==> src/rtl/timer_dev.sv <==
// Programmable down-counting timer on the peripheral bus.
// Word-addressed window: 0=CTRL {IM, MODE[1:0], EN}, 1=PRESET, 2=COUNT (read-only), 3=reserved.
// The timer raises a maskable interrupt when COUNT reaches zero.
// One-shot mode stops the timer at that point. Auto-reload mode restarts it from PRESET.
module timer_dev #(
    parameter int CNT_W = 32
) (
    input  logic             clk,
    input  logic             rst,
    input  logic [3:2]       addr,
    input  logic             we,
    input  logic [31:0]      din,
    output logic [31:0]      dout,
    output logic             irq
);

    typedef enum logic [1:0] {
        S_IDLE = 2'd0,
        S_LOAD = 2'd1,
        S_CNT  = 2'd2,
        S_INT  = 2'd3
    } state_t;

    localparam logic [1:0] ADDR_CTRL   = 2'd0;
    localparam logic [1:0] ADDR_PRESET = 2'd1;
    localparam logic [1:0] ADDR_COUNT  = 2'd2;

    state_t           state;
    logic [3:0]       ctrl;      // {IM, MODE[1:0], EN}
    logic [CNT_W-1:0] preset;
    logic [CNT_W-1:0] count;
    logic             irq_pend;

    logic ctrl_wr;
    logic preset_wr;

    assign ctrl_wr   = we && (addr == ADDR_CTRL);
    assign preset_wr = we && (addr == ADDR_PRESET);

    // Timer FSM plus the bus-visible registers it shares write access with.
    // Bus writes come after the FSM updates, so a bus write overrides the FSM in the same cycle.
    // This applies to the INT auto-clear of EN and to the set of irq_pend.
    // NOTE: non-blocking assignments in clocked logic: every register samples pre-edge
    // values, and the later assignment in program order wins when two target one register.
    always_ff @(posedge clk or posedge rst) begin
        if (rst) begin
            state    <= S_IDLE;
            ctrl     <= 4'd0;
            preset   <= '0;
            count    <= '0;
            irq_pend <= 1'b0;
        end else begin
            case (state)
                S_IDLE: begin
                    if (ctrl[0]) begin
                        state <= S_LOAD;
                    end
                end
                S_LOAD: begin
                    count <= preset;
                    state <= S_CNT;
                end
                S_CNT: begin
                    if (!ctrl[0]) begin
                        // Disabled mid-count: COUNT holds its value.
                        state <= S_IDLE;
                    end else if (count < CNT_W'(2)) begin
                        // A COUNT of 0 or 1 terminates here, so COUNT never wraps.
                        // This also makes PRESET=0 behave like PRESET=1.
                        count    <= '0;
                        irq_pend <= 1'b1;
                        state    <= S_INT;
                    end else begin
                        count <= count - CNT_W'(1);
                    end
                end
                S_INT: begin
                    if (ctrl[2:1] == 2'd1) begin
                        // Auto-reload: one-cycle pulse. EN stays set, so IDLE reloads.
                        irq_pend <= 1'b0;
                    end else begin
                        // One-shot (MODE 0, 2, 3): stop and leave the interrupt pending.
                        ctrl[0] <= 1'b0;
                    end
                    state <= S_IDLE;
                end
                default: state <= S_IDLE;
            endcase

            if (ctrl_wr) begin
                ctrl     <= din[3:0];
                irq_pend <= 1'b0;
            end
            if (preset_wr) begin
                preset   <= din[CNT_W-1:0];
                irq_pend <= 1'b0;
            end
        end
    end

    // Combinational read mux; unused upper bits and the reserved word read as zero.
    // NOTE: dout gets a default before the case so every path assigns it and no latch is inferred.
    always_comb begin
        dout = 32'd0;
        case (addr)
            ADDR_CTRL:   dout = {28'd0, ctrl};
            ADDR_PRESET: dout = 32'(preset);
            ADDR_COUNT:  dout = 32'(count);
            default:     dout = 32'd0;
        endcase
    end

    assign irq = irq_pend & ctrl[3];

endmodule

==> config.mk <==
export PLATFORM = sky130hd
export DESIGN_NAME = timer_dev
export DESIGN_NICKNAME = d
export VERILOG_FILES = /design/src/rtl/timer_dev.sv
export SDC_FILE = /design/constraint.sdc
export NUM_CORES = 1
export LEC_CHECK = 0
export CORE_MARGIN = 5
export CORE_UTILIZATION = 40
export CTS_BUF_LIST = sky130_fd_sc_hd__clkbuf_2
export CTS_CLUSTER_DIAMETER = 40
export DETAILED_ROUTE_END_ITERATION = 8
export DONT_BUFFER_PORTS = 1
export GPL_TIMING_DRIVEN = 0
export PLACE_DENSITY = 0.55
export RECOVER_POWER = 50
export SLEW_MARGIN = 5
export SYNTH_ARGS = -nofsm -noshare
export SYNTH_HDL_FRONTEND = slang
export SYNTH_SLANG_ARGS = --single-unit
==> constraint.sdc <==
create_clock -name clk -period 7.35 [get_ports clk]
set_clock_uncertainty 0.05 [all_clocks]
set_input_delay 1.47 -clock clk [delete_from_list [all_inputs] [get_ports clk]]
set_output_delay 1.47 -clock clk [all_outputs]
set_load 0.01 [all_outputs]
==> metrics.cfg, run 1 <==
[status]
status=finished, violations left
violations=max-capacitance violations, max-slew violations

[synth]
synthArstFlopShare_pct=100
synth_ff_type=dfrtp_1
yosysSeqAreaShare_pct=45.4
yosys_warnings=0
ys_ff_latch=71
postSynthCellCount=381
synth_edf_count=0
syn-cell-area_mm2=0.00392
syn_nets=419
avgSynthCellArea_um2=10.3
yosysUniqueCellTypes=48

[detailed_routing]
drcViolationCount=0
routed_wl_um=11400
drt-wirelength-per-cell_um=21.5
vias_per_cell=6.04
ant_nets=0
first_pass_iters=4
drt_iter0_drc=270
vias=3209

[timing]
grt_setup_unrepaired=no
setup_violations=0
drv_slew=46
fin_crit_sh_pct=67.2
fin_setup_tns_ns=0
finalHoldViolCount=0
period_minus_slack_ns=4.94
worst_slew_pin_slew_ns=2.58
max_freq_mhz=202
max_slew_margin_pct=-71.9

[placed_design]
finalWeightedCongestion=0.885
io_buffers=0
dpl.hpwl_um=7990

[job]
drv_cap=1

[clock_network]
clkTransAtPathRegs_ns=0.21
post_cts_buffers=0
cts_resized=0
cts-buffers-inserted=9
hold_buffers=0
h-tree-depth=3
clock_sinks=71
tritoncts=yes
cts_buffer_depth=2
root_buffer=clkbuf_2
clock_latency_ns=0.54

[worst_setup_path]
crit_arrival_ns=3.42
rr_worst_depth=7
crit_type=primary input to primary output
regToRegSetupSlack_ns=3.77
reg2reg_to=count[26]$_DFFE_PP0P_
cp.required_ns=5.83
crit_path_start_kind=primary input
endpoint_kind=primary output
r2r_start=count[9]$_DFFE_PP0P_
path_max_fanout=10

[power]
seqPwrFrac_pct=42.9
switchingPower_mw=0.667
powerDensity_mw_per_mm2=375
pwr-share-clk_pct=18.5
p_leak_nw=1.67
combPwrFrac_pct=38.6
p_int_mw=0.915
swShare_pct=42.2
ir_drop_mv=0.116

[global_route]
grt_pass1_vias=3264
grt_pass1_wl_um=18100
grt_max_degree=46
grt_use_total_pct=20.2
grt-ovfl-total=0
antenna_found_initial=0

[floorplan]
core_region_area_mm2=0.00968
initial_core_util_pct=40.5
dieArea_mm2=0.0119
die_w_um=109
die_height_um=109
rows=36
io_pins=70

[final_layout]
fin_util_pct=43.5
n_antenna_cell=0
area_growth_pct=7.63
final_nets=431
drive_gt1_share_pct=15.1
final_common_cell=dfrtp_1
nFillCells=957
layout_common_cells=dfrtp_1, mux2_2, a22o_1, clkbuf_1, o21ai_1

[worst_hold_path]
hp-class=register to register
min_from=preset[4]$_DFFE_PP0P_
hold_end=count[4]$_DFFE_PP0P_
hold_depth=1

## power by group through the flow
stage	clock network, mW	registers (mW)	logic [mW]
CTS	0.298	0.675	0.625
finish	0.293	0.678	0.611
global placement	0	0.680	0.608
detailed placement	0	0.685	0.620
global route	0.313	0.701	0.675
floorplan	0	0.641	0.484
## per-layer routing
layer	wire length, um	track usage (%)
met3	680	4.62
met1	5230	27.2
met5	0	0
met2	5280	31.2
met4	235	8.48
## flip-flops by register name (all words and copies together) (netlist names)
signal    cells
preset       32
ctrl          4
irq_pend      1
count        32
state         2
## critical path, stage by stage
cell and delay [ns]:
clkbuf_1 0.33, nor2b_1 0.24, clkbuf_1 0.48, clkbuf_1 0.55, a22o_1 0.34
## area by class of cell
class	instances	area, um^2	share of cell area (%)
timing repair buffer	1	3.75	0.0890
inverter	7	27.5	0.653
multi-input combinational	275	1980	46.9
sequential	71	1780	42.1
buffer	28	106	2.52
clock buffer	9	45.0	1.07
clock inverter	7	111	2.64
tap	133	166	3.95
## worst max path at each step
stage | startpoint | endpoint | cells past startpoint
floorplan | addr[2] | dout[10] | 5
global placement | addr[2] | dout[6] | 5
detailed placement | addr[2] | dout[6] | 5
CTS | addr[2] | dout[6] | 5
global route | addr[2] | dout[6] | 5
finish | addr[2] | dout[21] | 5
## synthesized netlist by cell type (2+ instances only)
cell type | n | area share [%]
nand2_1 | 20 | 1.9
inv_1 | 6 | 0.57
dfrtp_1 | 71 | 45
nand2b_1 | 4 | 0.64
nor3_2 | 3 | 0.77
and2_1 | 4 | 0.64
or3_1 | 4 | 0.64
a221o_1 | 15 | 3.8
or2_2 | 2 | 0.32
nor4_1 | 10 | 1.6
o21ai_0 | 11 | 1.4
a22o_1 | 32 | 7.2
mux2_2 | 35 | 10
a31oi_1 | 2 | 0.32
a22oi_1 | 7 | 1.3
nand3_1 | 3 | 0.38
nor3b_1 | 3 | 0.57
o21a_1 | 2 | 0.38
mux2i_1 | 7 | 1.8
a21oi_1 | 13 | 1.7
buf_2 | 2 | 0.26
nor3_1 | 18 | 2.3
nor2b_1 | 6 | 0.96
clkbuf_1 | 21 | 2.0
or4_1 | 3 | 0.57
nor2_1 | 20 | 1.9
a21o_1 | 5 | 0.96
o41ai_1 | 2 | 0.45
and3b_1 | 2 | 0.45
nor4_4 | 2 | 1.1
o21ai_1 | 23 | 2.9
nand3_2 | 2 | 0.51
buf_1 | 4 | 0.38
nand4_1 | 3 | 0.48
## per-stage QoR
stage / std cells / instance area (um^2) / worst slack (ns) / total power, mW / hold WS [ns]
finish: 531 / 4220 / 2.41 / 1.58 / 0.491
global route: 531 / 4220 / 2.25 / 1.69 / 0.522
CTS: 531 / 4270 / 2.39 / 1.60 / 0.497
detailed placement: 515 / 4110 / 2.38 / 1.30 / 0.472
global placement: 514 / 4080 / 2.42 / 1.29 / 0.458
floorplan: 381 / 3920 / 3.10 / 1.12 / 0.444
## kinds of logic after synthesis
| logic type | share of synthesized area (%) |
|---|---|
| DFF | 45.4 |
| and+or+nand+nor | 16.3 |
| muxes | 11.8 |
| AOI/OAI and AO/OA | 22.6 |
| buffers and inverters | 3.51 |
| adders and majority gates | 0.319 |
Power figures use the tool's default switching activity.
==> run 2, diff against run 1 <==
Clock period 7.35 ns to 5 ns, I/O delays scaled along.
==> metrics.cfg, run 2 (synthesized netlist as in run 1, its figures left out) <==
[clock_network]
cts_buffer_depth=2
clock_latency_ns=0.54
tritoncts=yes
clock_sinks=71
hold_buffers=0
post_cts_buffers=0
clkTransAtPathRegs_ns=0.22
root_buffer=clkbuf_2
cts_resized=0
h-tree-depth=3
cts-buffers-inserted=9

[power]
switchingPower_mw=0.987
ir_drop_mv=0.170
p_int_mw=1.35
combPwrFrac_pct=39.0
swShare_pct=42.2
seqPwrFrac_pct=42.6
powerDensity_mw_per_mm2=551
p_leak_nw=1.67
pwr-share-clk_pct=18.4

[detailed_routing]
highest_layer=met4
vias=3205
vias_per_cell=6.04
drt_iter0_drc=248
drt-wirelength-per-cell_um=21.6
first_pass_iters=4
dr_wl_met3_um=790
ant_nets=0
wl_met2_um=5330
wl_met1_um=5120
drcViolationCount=0
routed_wl_um=11500

[worst_hold_path]
hp-class=primary input to async pin

[floorplan]
io_pins=70
initial_core_util_pct=40.5
die_w_um=109
rows=36
die_height_um=109
core_region_area_mm2=0.00968
dieArea_mm2=0.0119

[final_layout]
area_growth_pct=8.37
final_nets=431
biggestRegsByFlops=count: 32 flops, preset: 32 flops, ctrl: 4 flops
layout_common_cells=dfrtp_1, mux2_2, a22o_1, clkbuf_1, o21ai_1
drive_gt1_share_pct=16.3
n_antenna_cell=0
fin_util_pct=43.8
final_common_cell=dfrtp_1
nFillCells=951

[global_route]
grt_pass1_vias=3264
grt-ovfl-total=0
grt_pass1_wl_um=18100
antenna_found_initial=0
grt_max_degree=46
grt_use_total_pct=20.2

[timing]
finalHoldViolCount=0
setup_violations=0
drv_slew=46
max_freq_mhz=250
fin_setup_tns_ns=0
period_minus_slack_ns=4.00
max_slew_margin_pct=-70.8
fin_crit_sh_pct=79.9
grt_setup_unrepaired=no
worst_slew_pin_slew_ns=2.56
whs_ns=0.461

[placed_design]
io_buffers=0
finalWeightedCongestion=0.885
dpl.hpwl_um=7990

[worst_setup_path]
crit_arrival_ns=2.95
crit_start=addr[2]
cp.required_ns=3.95
crit_path_start_kind=primary input
crit_type=primary input to primary output
reg2reg_to=count[30]$_DFFE_PP0P_
regToRegSetupSlack_ns=2.22
endpoint_kind=primary output
rr_worst_depth=7
path_max_fanout=10
r2r_start=count[0]$_DFFE_PP0P_

[job]
drv_cap=1

[status]
status=finished, violations left
violations=max-capacitance violations, max-slew violations

run 2: worst max-delay path by stage:
stage	to	depth (start not counted)	slack, ns
global placement	dout[6]	5	1.01
CTS	dout[6]	5	0.98
finish	dout[21]	5	1.00
detailed placement	dout[6]	5	0.97
floorplan	dout[10]	5	1.69
global route	dout[6]	5	0.84
run 2: final cells by class:
| class | instances | area, um^2 | area share, % |
|---|---|---|---|
| tap | 133 | 166 | 3.92 |
| inverter | 7 | 27.5 | 0.648 |
| clock buffer | 9 | 45.0 | 1.06 |
| clock inverter | 7 | 111 | 2.62 |
| multi-input combinational | 275 | 2000 | 47.2 |
| sequential | 71 | 1780 | 41.9 |
| buffer | 28 | 111 | 2.62 |
| timing repair buffer | 1 | 3.75 | 0.0884 |
run 2: power by group through the flow:
stage | clock (mW) | sequential (mW) | combinational [mW]
finish | 0.430 | 0.997 | 0.912
CTS | 0.438 | 0.993 | 0.918
global placement | 0 | 1.00 | 0.894
floorplan | 0 | 0.942 | 0.711
detailed placement | 0 | 1.01 | 0.912
global route | 0.460 | 1.03 | 1.01
run 2: routing by layer:
metal / global-route usage [%] / vias up
met5: 0 / -
met4: 8.48 / 0
met3: 4.62 / 15
met2: 31.2 / 99
met1: 27.2 / 1604
li1: - / 1487
run 2: critical path: stages:
cell and delay [ns]:
clkbuf_1 0.33, nor2b_1 0.24, clkbuf_1 0.48, clkbuf_1 0.55
a22o_1 0.34
run 2: stage by stage:
stage,area [um^2],total power [mW],setup WS [ns],instances
floorplan,3920,1.65,1.69,381
global placement,4080,1.89,1.01,514
detailed placement,4110,1.92,0.974,515
CTS,4270,2.35,0.980,531
global route,4250,2.50,0.843,531
finish,4250,2.34,1.00,531
==> run 3, diff against run 2 <==
Settings changed: PLACE_DENSITY 0.55 to 0.57.
Clock period 5 ns to 3.6 ns, I/O delays scaled along.
==> metrics.cfg, run 3 (synthesized netlist as in run 1, its figures left out) <==
[worst_setup_path]
crit_arrival_ns=2.78
crit_type=primary input to primary output
cp.required_ns=2.83
rr_worst_depth=7
crit_path_start_kind=primary input
path_max_fanout=10
endpoint_kind=primary output

[detailed_routing]
vias_per_cell=6.09
vias=3242
drt-wirelength-per-cell_um=21.4
drt_iter0_drc=252
routed_wl_um=11400
drcViolationCount=0
ant_nets=0
first_pass_iters=5

[final_layout]
instances_no_fill=532
area_growth_pct=6.90
n_antenna_cell=0
drive_gt1_share_pct=17.0
layout_common_cells=dfrtp_1, mux2_2, a22o_1, o21ai_1, clkbuf_1
biggestRegsByFlops=count: 32 flops, preset: 32 flops, ctrl: 4 flops
fin_util_pct=43.2
final_nets=432
final_common_cell=dfrtp_1

[global_route]
antenna_found_initial=0
grt_pass1_wl_um=17800
grt_max_degree=47
grt_use_total_pct=19.8
grt-ovfl-total=0
grt_pass1_vias=3233

[job]
drv_cap=0

[power]
ir_drop_mv=0.224
power.total_mw=3.04
powerDensity_mw_per_mm2=726
p_leak_nw=1.65

[timing]
setup_violations=0
period_minus_slack_ns=3.55
grt_setup_unrepaired=no
worst_slew_pin_slew_ns=1.21
drv_slew=0
finalHoldViolCount=0
max_freq_mhz=281
fin_setup_tns_ns=0
fin_crit_sh_pct=98.7
max_slew_margin_pct=19.4

[clock_network]
cts_buffer_depth=2
root_buffer=clkbuf_2
h-tree-depth=3
tritoncts=yes
clkTransAtPathRegs_ns=0.21
hold_buffers=1
post_cts_buffers=0
clock_sinks=71
clock_latency_ns=0.53
cts_resized=0
cts-buffers-inserted=9

[worst_hold_path]
hp-class=primary input to register
hold_depth=2

[floorplan]
die_w_um=109
io_pins=70
rows=36
die_height_um=109
initial_core_util_pct=40.5
dieArea_mm2=0.0119
core_region_area_mm2=0.00968

[placed_design]
dp.cells=515
finalWeightedCongestion=0.892
dpl.hpwl_um=7970
io_buffers=0

[status]
status=complete, no violations

## run 3: cell count changes in the layout (fill, tap and decap cells not counted), moves of 2 or more
cell / delta
clkbuf_1: -2
clkinv_1: -2
clkbuf_2: +2
bufinv_16: -3
clkinvlp_4: +2
## run 3: per-layer routing
metal / global-route usage (%) / routed length (um) / share of wire [%]
met5: 0 / 0 / 0
met4: 7.21 / 267 / 2.3
met3: 4.97 / 823 / 7.2
met2: 30.7 / 5240 / 46
met1: 26.7 / 5040 / 44
## run 3: path summary, 6_finish.rpt
path | from | endpoint | slack (ns)
min in group asynchronous | rst | count[10]$_DFFE_PP0P_ | 0.79
setup / recovery | addr[2] | dout[27] | 0.05
hold / removal | din[0] | ctrl[0]$_DFFE_PP0P_ | 0.25
setup reg to reg | count[1]$_DFFE_PP0P_ | count[30]$_DFFE_PP0P_ | 0.89
max in group asynchronous | rst | preset[28]$_DFFE_PP0P_ | 1.01
hold reg to reg | preset[26]$_DFFE_PP0P_ | preset[26]$_DFFE_PP0P_ | 0.50
## run 3: layout make-up
| type | instances | area, um^2 |
|---|---|---|
| multi-input cells | 275 | 2000 |
| well taps | 133 | 166 |
| inverters | 7 | 27.5 |
| fillers | 932 | 5500 |
| clock buffers | 10 | 50.0 |
| repair buffers | 2 | 15.0 |
| flip-flops and latches | 71 | 1780 |
| clock inverters | 6 | 37.5 |
| plain buffers | 28 | 111 |
## run 3: worst max-delay path: stages
cell      delay, ns
clkbuf_1       0.33
nor2b_1        0.23
clkbuf_1       0.52
clkbuf_1       0.62
a22o_1         0.35
## run 3: report_power, final
| group | internal, mW | switching [mW] |
|---|---|---|
| combinational | 0.528 | 0.739 |
| sequential | 1.06 | 0.328 |
| clock | 0.0891 | 0.300 |
| total | 1.68 | 1.37 |
## run 3: per-stage QoR
step                      cell area (um^2)  hold WS, ns  worst slack (ns)
after global routing                  4190        0.223           0.00825
after global placement                4080        0.458             0.124
after CTS                             4210        0.222             0.117
after detailed placement              4110        0.468             0.121
after floorplan                       3920        0.444             0.847
final                                 4190        0.252            0.0476
